File: src/rtl/udm_pkg.sv
// Shared definitions for the udm two-master bus arbiter: FSM state
// encoding, arbitration mode selectors, one-hot grant codes and the
// read data returned on a watchdog-forced completion.
package udm_pkg;

    typedef enum logic [1:0] {
        ST_IDLE = 2'd0,
        ST_BUSY = 2'd1,
        ST_RESP = 2'd2
    } arb_state_t;

    localparam int unsigned ARB_RR    = 0;
    localparam int unsigned ARB_FIXED = 1;

    localparam logic [31:0] ERR_RDATA = 32'hDEAD_BEEF;

    localparam logic [1:0] GRANT_NONE = 2'b00;
    localparam logic [1:0] GRANT_M0   = 2'b01;
    localparam logic [1:0] GRANT_M1   = 2'b10;

endpackage

File: src/rtl/udm_rr_grant.sv
// Combinational winner select for two masters. Produces a one-hot grant
// {m1,m0} from the request vector, the previous owner and the mode
// (0 = round-robin, 1 = fixed priority with m0 winning ties).
module udm_rr_grant
    import udm_pkg::*;
(
    input  logic [1:0] i_req,
    input  logic [1:0] i_last_grant,
    input  logic       i_mode,
    output logic [1:0] o_grant
);

    // Single requester wins; a tie goes to m0 in fixed mode, otherwise to
    // whichever master did not own the bus last.
    always_comb begin
        o_grant = GRANT_NONE;
        case (i_req)
            2'b01:   o_grant = GRANT_M0;
            2'b10:   o_grant = GRANT_M1;
            2'b11: begin
                if (i_mode) begin
                    o_grant = GRANT_M0;
                end else begin
                    o_grant = (i_last_grant == GRANT_M0) ? GRANT_M1 : GRANT_M0;
                end
            end
            default: o_grant = GRANT_NONE;
        endcase
    end

endmodule

File: src/rtl/udm_bus_arbiter.sv
// Two-master (udm host m0, system core m1) to one-slave arbiter on the
// udm enb/we/addr/wdata/ack/rdata bus. All outputs are registered; a
// transaction runs IDLE -> BUSY -> RESP, giving a minimum 3-cycle spacing.
// Optional feature: define UDM_ARB_TIMEOUT_EN to enable the slave-ack
// watchdog (TIMEOUT_CYC cycles, sticky err_o, DEADBEEF read data).
module udm_bus_arbiter
    import udm_pkg::*;
#(
    parameter int unsigned ARB_MODE    = ARB_RR,
    parameter int unsigned TIMEOUT_CYC = 1024
) (
    input  logic        clk_i,
    input  logic        reset_ni,

    input  logic        m0_enb_i,
    input  logic        m0_we_i,
    input  logic [31:0] m0_addr_bi,
    input  logic [31:0] m0_wdata_bi,
    output logic        m0_ack_o,
    output logic [31:0] m0_rdata_bo,

    input  logic        m1_enb_i,
    input  logic        m1_we_i,
    input  logic [31:0] m1_addr_bi,
    input  logic [31:0] m1_wdata_bi,
    output logic        m1_ack_o,
    output logic [31:0] m1_rdata_bo,

    output logic        slv_enb_o,
    output logic        slv_we_o,
    output logic [31:0] slv_addr_bo,
    output logic [31:0] slv_wdata_bo,
    input  logic        slv_ack_i,
    input  logic [31:0] slv_rdata_bi,

    output logic [1:0]  grant_bo,
    output logic        err_o
);

    arb_state_t  r_state;
    logic [1:0]  r_last_grant;
    logic [1:0]  r_grant;
    logic        r_slv_enb;
    logic        r_slv_we;
    logic [31:0] r_slv_addr;
    logic [31:0] r_slv_wdata;
    logic        r_m0_ack;
    logic        r_m1_ack;
    logic [31:0] r_m0_rdata;
    logic [31:0] r_m1_rdata;

    logic [1:0]  w_grant;
    logic        w_complete;
    logic        w_timeout;
    logic [31:0] w_cpl_rdata;

    udm_rr_grant u_grant (
        .i_req        ({m1_enb_i, m0_enb_i}),
        .i_last_grant (r_last_grant),
        .i_mode       (ARB_MODE == ARB_FIXED),
        .o_grant      (w_grant)
    );

`ifdef UDM_ARB_TIMEOUT_EN
    localparam logic [15:0] TO_LAST = 16'(TIMEOUT_CYC - 1);

    logic [15:0] r_wd_cnt;
    logic        r_err;

    // Watchdog: zero outside BUSY, counts BUSY cycles without a slave ack;
    // the error flag stays set until reset.
    always_ff @(posedge clk_i or negedge reset_ni) begin
        if (!reset_ni) begin
            r_wd_cnt <= '0;
            r_err    <= 1'b0;
        end else begin
            if (r_state != ST_BUSY) begin
                r_wd_cnt <= '0;
            end else if (!slv_ack_i) begin
                r_wd_cnt <= r_wd_cnt + 16'd1;
            end
            if (w_timeout) begin
                r_err <= 1'b1;
            end
        end
    end

    assign err_o = r_err;
`else
    assign err_o = 1'b0;
`endif

    // Completion decode for BUSY: a real slave ack always beats the watchdog.
    always_comb begin
        w_complete  = 1'b0;
        w_timeout   = 1'b0;
        w_cpl_rdata = slv_rdata_bi;
        if (r_state == ST_BUSY) begin
            if (slv_ack_i) begin
                w_complete = 1'b1;
            end
`ifdef UDM_ARB_TIMEOUT_EN
            else if (r_wd_cnt == TO_LAST) begin
                w_complete  = 1'b1;
                w_timeout   = 1'b1;
                w_cpl_rdata = ERR_RDATA;
            end
`endif
        end
    end

    // Arbitration FSM with registered slave-side and master-side outputs.
    always_ff @(posedge clk_i or negedge reset_ni) begin
        if (!reset_ni) begin
            r_state      <= ST_IDLE;
            r_last_grant <= GRANT_M1;
            r_grant      <= GRANT_NONE;
            r_slv_enb    <= 1'b0;
            r_slv_we     <= 1'b0;
            r_slv_addr   <= '0;
            r_slv_wdata  <= '0;
            r_m0_ack     <= 1'b0;
            r_m1_ack     <= 1'b0;
            r_m0_rdata   <= '0;
            r_m1_rdata   <= '0;
        end else begin
            case (r_state)
                ST_IDLE: begin
                    if (w_grant != GRANT_NONE) begin
                        r_grant   <= w_grant;
                        r_slv_enb <= 1'b1;
                        if (w_grant == GRANT_M1) begin
                            r_slv_we    <= m1_we_i;
                            r_slv_addr  <= m1_addr_bi;
                            r_slv_wdata <= m1_wdata_bi;
                        end else begin
                            r_slv_we    <= m0_we_i;
                            r_slv_addr  <= m0_addr_bi;
                            r_slv_wdata <= m0_wdata_bi;
                        end
                        r_state <= ST_BUSY;
                    end
                end
                ST_BUSY: begin
                    if (w_complete) begin
                        r_slv_enb   <= 1'b0;
                        r_slv_we    <= 1'b0;
                        r_slv_wdata <= '0;
                        if (r_grant == GRANT_M1) begin
                            r_m1_ack   <= 1'b1;
                            r_m1_rdata <= w_cpl_rdata;
                        end else begin
                            r_m0_ack   <= 1'b1;
                            r_m0_rdata <= w_cpl_rdata;
                        end
                        r_state <= ST_RESP;
                    end
                end
                ST_RESP: begin
                    r_m0_ack     <= 1'b0;
                    r_m1_ack     <= 1'b0;
                    r_grant      <= GRANT_NONE;
                    r_last_grant <= r_grant;
                    r_state      <= ST_IDLE;
                end
                default: begin
                    r_state <= ST_IDLE;
                end
            endcase
        end
    end

    assign slv_enb_o    = r_slv_enb;
    assign slv_we_o     = r_slv_we;
    assign slv_addr_bo  = r_slv_addr;
    assign slv_wdata_bo = r_slv_wdata;
    assign m0_ack_o     = r_m0_ack;
    assign m0_rdata_bo  = r_m0_rdata;
    assign m1_ack_o     = r_m1_ack;
    assign m1_rdata_bo  = r_m1_rdata;
    assign grant_bo     = r_grant;

endmodule

File: config.mk
export PLATFORM = sky130hd
export DESIGN_NAME = udm_bus_arbiter
export DESIGN_NICKNAME = d
export VERILOG_FILES = /design/src/rtl/udm_pkg.sv /design/src/rtl/udm_rr_grant.sv /design/src/rtl/udm_bus_arbiter.sv
export SDC_FILE = /design/constraint.sdc
export NUM_CORES = 1
export LEC_CHECK = 0
export ABC_AREA = 1
export CAP_MARGIN = 5
export CORE_ASPECT_RATIO = 0.5
export CORE_UTILIZATION = 44
export DETAILED_ROUTE_END_ITERATION = 8
export GPL_TIMING_DRIVEN = 0
export PLACE_DENSITY = 0.85
export SYNTH_ARGS = -nofsm -noshare
export SYNTH_HDL_FRONTEND = slang
export SYNTH_SLANG_ARGS = --single-unit
File: constraint.sdc
create_clock -name clk_i -period 3 [get_ports clk_i]
set_clock_uncertainty 0.2 [all_clocks]
set_input_delay 0.9 -clock clk_i [delete_from_list [all_inputs] [get_ports clk_i]]
set_output_delay 0.9 -clock clk_i [all_outputs]
set_load 0.02 [all_outputs]
==> impl_results.md, run 1 <==
- Gate Count Post-Synth: 693
- Endpoints failing setup: 0
- Clk sinks: 138
- Syn Nets: 860
- Final #Nets: 1180
- Power after layout: 10.8 mW
- Initial core utilization: 46.5%
- Crit path buf inv count: 1
- Die ar.: 0.0143 mm^2
- Slew HR: 60.8%
- Vias in the first global route: 6669
- Worst Path Required: 1.90 ns
- I/O pins: 302
- Routed vias/inst: 5.54
- Ant. Diodes: 0
- Final worst path period share: 85.5%
- Grt total ovfl: 0
- PD cells: 1090 mW/mm^2
- Crit path time final: 2.57 ns
- CTS tree: built
- CP Capture Type: output port
- Clk root buf: clkbuf_16
- Slew @ Worst Pin: 0.587 ns
- Port Buffers: 300
- Synth unique cells: 21
- Row count: 29
- Layout cell share with drive strength beyond 1: 8.09%
- First-pass GRT wire length: 34700 um
- Lkg Pwr: 4.49 nW
- Initial DRC Count: 658
- Ys Warns: 0
- Global routing met3 resource utilization: 7.88%
- Hpwl dp: 15500 um
- CTS H-tree depth: 4
- Critical path fanouts, max: 4
- TritonCTS buffer count: 17
- Crit path launch type: flop
- Busiest grt layer: met2
- Fmax: 390 MHz
- GR Util met2: 53.8%
- Placer Congestion: 0.897
- Crit path cell chain: clkdlybuf4s50_1
- Reg2reg setup slack: 1.04 ns
- Fillers: 920
- Setup bufs post-CTS: 0
- Outcome: finished, final reports clean
- Tot GR Track Use: 31.2%
- Via count: 6631
- Crit Path Class: flop to output port
- Clock buffer depth: 2
- Pre-CTS setup slack: 0.187 ns
- DRC Markers: 0
- Total Neg Setup Slack: 0 ns
- First-pass DRT Iterations: 5
- Core area: 0.0131 mm^2
- Synth-to-layout area growth: 63.5%
- Clock Latency Late Sink: 0.41 ns
- Max Cap Viol: 0
- Mapped Area: 0.00607 mm^2
- Flops & latches, synth: 138
- WL per Instance: 18.3 um
- Post-synthesis sequential area ratio: 56.9%
- Worst VDD drop: 0.538 mV
- R2R cell count: 8
- Worst min path class: primary input to asynchronous set/reset pin
- Largest net degree at the start of global routing: 100
- Crit path DAT: 1.47 ns
- Routed WL: 21900 um
- Antenna violations before repair: 0
- Mean post-synth cell area: 8.76 um^2
- Crit path depth: 1
- Die Width: 168 um
- Antenna Nets Post-Route: 0
- Crit path max-delay cell type: clkdlybuf4s50_1
- CP delay by family, top: buffers and inverters
- Slew Limit Fails: 0
- Largest stage delay on the critical path: 0.66 ns
- Endpoints failing hold: 0
- Die Y-Extent: 85.1 um
- GRT met1 Usage: 38.0%
- RSZ-0062 raised after global routing: no
- Setup ws final: 0.434 ns
- Clock Pin Slew Worst Setup and Hold Paths: 0.07 ns
- Post_cts resized: 0
- Post-cts hold buffer count: 0
## worst paths after layout
| path | startpoint | to |
|---|---|---|
| min in group clk_i | m0_rdata_bo[29] | m0_rdata_bo[29] |
| max in group asynchronous | reset_ni | r_last_grant[1] |
| max reg2reg | r_last_grant[1] | slv_wdata_bo[1] |
| max | grant_bo[1] | grant_bo[1] |
| min reg2reg | m0_rdata_bo[29] | m0_rdata_bo[29] |
| min | reset_ni | m0_rdata_bo[9] |
## logic make-up after synthesis
family / synth area share (%)
flip-flops: 56.9
AO/OA/AOI/OAI: 3.26
other: 0.0618
AND/OR/NAND/NOR: 34.3
buffers and inverters: 5.48
## routing by layer
metal  vias up  routed length [um]
met1      3234                8810
met4         0                 697
met2       302               10800
met5         -                   0
met3        49                1580
li1       3046                   -
## report_power, final
part	leakage, nW	internal [mW]	switching, mW
sequential	1.73	2.75	0.489
combinational	2.46	2.31	3.08
clock	0.297	1.33	0.878
## stage by stage
step | hold WS, ns | utilization, % | cell area (um^2) | std cells
finish | 0.176 | 76.0 | 9930 | 1196
global placement | 0.254 | 71.1 | 9290 | 1163
detailed placement | 0.257 | 71.3 | 9320 | 1164
global route | 0.199 | 76.0 | 9930 | 1196
floorplan | 0.253 | - | 6070 | 693
CTS | 0.190 | 76.0 | 9930 | 1196
## flip-flops by register name (all words and copies together) (netlist names), 2 cells and up
signal / flops
r_state: 2
slv_wdata_bo: 32
m1_rdata_bo: 32
m0_rdata_bo: 32
r_last_grant: 2
grant_bo: 2
slv_addr_bo: 32
## placed cells by master, fill, tap and decap left out, types with 2 or more instances in the layout
cell type and count:
buf_1 7, nor2_1 3, dfrtp_1 137, buf_2 41
inv_2 2, inv_1 4, nand2_1 173, nand2_2 2
nand3_1 197, clkdlybuf4s50_1 299, clkbuf_1 17, clkinv_4 4
o21ai_0 29, o21ai_1 8, nand4_1 65, clkbuf_16 17
buf_4 2, inv_6 6, bufinv_16 3
## synthesized netlist by cell type
master	number	share of area, %
nand3_1	197	16
nand2_1	173	11
dfrtp_1	137	56
nand4_1	65	6.7
buf_2	41	3.4
o21ai_0	29	2.4
clkbuf_1	16	0.99
o21ai_1	8	0.66
buf_1	7	0.43
inv_1	4	0.25
nor2_1	3	0.19
buf_4	2	0.25
inv_2	2	0.12
nand2_2	2	0.21
a21oi_1	1	0.082
clkinv_1	1	0.062
conb_1	1	0.062
dfstp_2	1	0.43
nor2_2	1	0.10
nor2_4	1	0.19
o31ai_1	1	0.12
## final cells by class
cell class                 count  area (um^2)  area share (%)
multi-input combinational    482         2280            23.0
clock inverter                14          185            1.86
sequential                   138         3450            34.8
buffer                        66          307            3.09
tap                          170          213            2.14
timing repair buffer         301         3030            30.5
clock buffer                  18          429            4.32
inverter                       7         26.3           0.265
(Power assumes the default switching activity.)
==> run 2: changes to the inputs <==
--- a/config.mk
+++ b/config.mk
@@ -8,10 +8,10 @@
 export ABC_AREA = 1
 export CAP_MARGIN = 5
 export CORE_ASPECT_RATIO = 0.5
-export CORE_UTILIZATION = 44
+export CORE_UTILIZATION = 37
 export DETAILED_ROUTE_END_ITERATION = 8
 export GPL_TIMING_DRIVEN = 0
-export PLACE_DENSITY = 0.85
+export PLACE_DENSITY = 0.76
 export SYNTH_ARGS = -nofsm -noshare
 export SYNTH_HDL_FRONTEND = slang
 export SYNTH_SLANG_ARGS = --single-unit
==> constraint.sdc (replaced) <==
create_clock -name clk_i -period 2.2 [get_ports clk_i]
set_clock_uncertainty 0.2 [all_clocks]
set_input_delay 0.66 -clock clk_i [delete_from_list [all_inputs] [get_ports clk_i]]
set_output_delay 0.66 -clock clk_i [all_outputs]
set_load 0.005 [all_outputs]
==> run 2 against run 1 <==
Global-route usage is 4.8 points lower. First-iteration DRC count is 41% lower. Non-clock buffer count is 3 higher. Design area is 1.2% higher. Hold slack better by 0.091 ns. Clock power is 32% higher. Power is 22% higher. Cell count is 4.5% higher. Combinational power is 10% higher. Sequential cell count stayed put. Largest power group unchanged. Highest routed layer unchanged.
==> impl_results.md, run 2 (same netlist as run 1, synthesis figures left out) <==
- Outcome: finished, final reports clean
- Worst VDD drop: 0.663 mV (+23%)
- Pre-CTS setup slack: -0.368 ns (-0.555 ns)
- Antenna violations before repair: 0 (unchanged)
- Die Y-Extent: 92.6 um (+8.8%)
- Max Cap Viol: 0 (unchanged)
- Core area: 0.0157 mm^2 (+20%)
- Hpwl dp: 15800 um (+2.3%)
- Clock Latency Late Sink: 0.41 ns (about the same)
- Fin util: 63.8% (-12 points)
- Routed vias/inst: 5.21 (-6.0%)
- Hold slack: 0.267 ns (+0.0909 ns)
- Row count: 32 (+10%)
- Layout cell share with drive strength beyond 1: 8.55% (+0.46 points)
- Final worst path period share: 98.4%
- Crit path launch type: flop
- Endpoints failing hold: 0 (unchanged)
- Critical path fanouts, max: 2 (-2)
- Initial core utilization: 38.6% (-7.9 points)
- Port Buffers: 300 (unchanged)
- Final #Nets: 1183 (+0.25%)
- Slew HR: 65.3% (+4.4 points)
- Endpoints failing setup: 0 (unchanged)
- PD cells: 1320 mW/mm^2 (+21%)
- Crit Path Class: flop to output port
- Die ar.: 0.0170 mm^2 (+19%)
- Fmax: 462 MHz
- Commonest cells after routing, fill and taps aside: clkdlybuf4s50_1 (279), nand3_1 (197), nand2_1 (173)
- Initial DRC Count: 385 (-41%)
- Vias in the first global route: 6536 (-2.0%)
- Clk sinks: 138 (unchanged)
- Setup ws final: 0.0363 ns (-0.398 ns)
- Worst Path Required: 1.34 ns (-0.56 ns)
- Routed WL: 22100 um (+1.0%)
- Largest net degree at the start of global routing: 91 (-9.0%)
- Ant. Diodes: 0 (unchanged)
- TritonCTS buffer count: 17 (unchanged)
- Die Width: 183 um (+8.9%)
- Lkg Pwr: 4.71 nW (+5.0%)
- DRC Markers: 0 (unchanged)
- Register area: 0.00345 mm^2 (unchanged)
- Clock buffer depth: 2 (unchanged)
- CP Capture Type: output port
- Tot GR Track Use: 26.4% (-4.8 points)
- Slew Limit Fails: 0 (unchanged)
- Crit path max-delay cell type: clkdlybuf4s50_1
- Largest stage delay on the critical path: 0.53 ns (-0.13 ns)
- Placer Congestion: 0.866 (-3.4%)
- Fillers: 1310 (+42%)
- First-pass GRT wire length: 34600 um (-0.40%)
- Commonest non-fill, non-tap cell in the layout: clkdlybuf4s50_1
- Slew @ Worst Pin: 0.521 ns (-0.0663 ns)
- Multi-input combinational cell area: 0.00229 mm^2 (+0.16%)
- CTS H-tree depth: 4 (unchanged)
- Crit path cell chain: clkdlybuf4s50_1
- Total Neg Setup Slack: 0 ns (unchanged)
- Synth-to-layout area growth: 65.4%
- Via count: 6517 (-1.7%)
- Antenna Nets Post-Route: 0 (unchanged)
- Clock Pin Slew Worst Setup and Hold Paths: 0.07 ns (about the same)
- Crit path time final: 2.16 ns
- First-pass DRT Iterations: 5 (unchanged)
- Grt total ovfl: 0 (unchanged)
- CP delay by family, top: buffers and inverters
- CTS tree: built
- I/O pins: 302 (unchanged)
- WL per Instance: 17.7 um (-3.3%)
- Power after layout: 13.3 mW (+22%)
- Clk root buf: clkbuf_16
- Crit path DAT: 1.30 ns (-0.17 ns)
- Worst min path class: flop to flop
- Crit path buf inv count: 1 (unchanged)
-- run 2: changes by cell type in the layout (fill, tap and decap cells not counted), moves of 2 or more --
cell / delta
clkinvlp_4: +2
buf_4: +2
dlymetal6s2s_1: +16
clkbuf_1: -2
inv_6: -2
clkdlybuf4s50_1: -20
dlygate4sd2_1: +4
-- run 2: report_power, final --
group | total [mW] | switching (mW) | internal (mW)
logic | 5.95 | 2.86 | 3.09
registers | 4.40 | 0.654 | 3.74
clock network | 2.92 | 1.19 | 1.72
total | 13.3 | 4.70 | 8.56
-- run 2: repair_timing --
item	4_1_cts	5_1_grt
gates resized for setup	4	19
setup buffers	1	1
endpoints found under the setup margin	4	50
endpoints found under the hold margin	14	0
hold buffers	1	0
-- run 2: final cells by class --
class / count / area share, %
inverters: 7 / 0.262
clock buffers: 18 / 4.37
repair buffers: 304 / 30.8
plain buffers: 66 / 3.06
clock inverters: 14 / 1.61
flip-flops and latches: 138 / 34.4
well taps: 221 / 2.75
multi-input cells: 482 / 22.8
-- run 2: per-stage QoR --
stage | instances | instance area (um^2)
6_report | 1250 | 10000
5_1_grt | 1250 | 10000
4_1_cts | 1249 | 9990
3_5_place_dp | 1215 | 9380
3_3_place_gp | 1214 | 9350
2_1_floorplan | 693 | 6070
-- run 2: routing by layer --
| metal | track usage [%] | part of all wire (%) | up-vias |
|---|---|---|---|
| met5 | 0 | 0 | - |
| met4 | 11.3 | 3.1 | 0 |
| met3 | 6.80 | 7.0 | 48 |
| met2 | 43.3 | 48 | 250 |
| met1 | 33.2 | 42 | 3164 |
| li1 | - | - | 3055 |
-- run 2: final timing paths --
kind	startpoint	to	slack, ns	depth (start not counted)
worst min register to register	m0_rdata_bo[29]	m0_rdata_bo[29]	0.27	2
min in group asynchronous	reset_ni	m1_rdata_bo[10]	0.55	2
worst max-delay path	m1_rdata_bo[24]	m1_rdata_bo[24]	0.04	1
max in group asynchronous	reset_ni	slv_wdata_bo[28]	0.43	3
worst min-delay path	m0_rdata_bo[29]	m0_rdata_bo[29]	0.27	2
worst max register to register	r_last_grant[1]	slv_addr_bo[27]	0.30	8
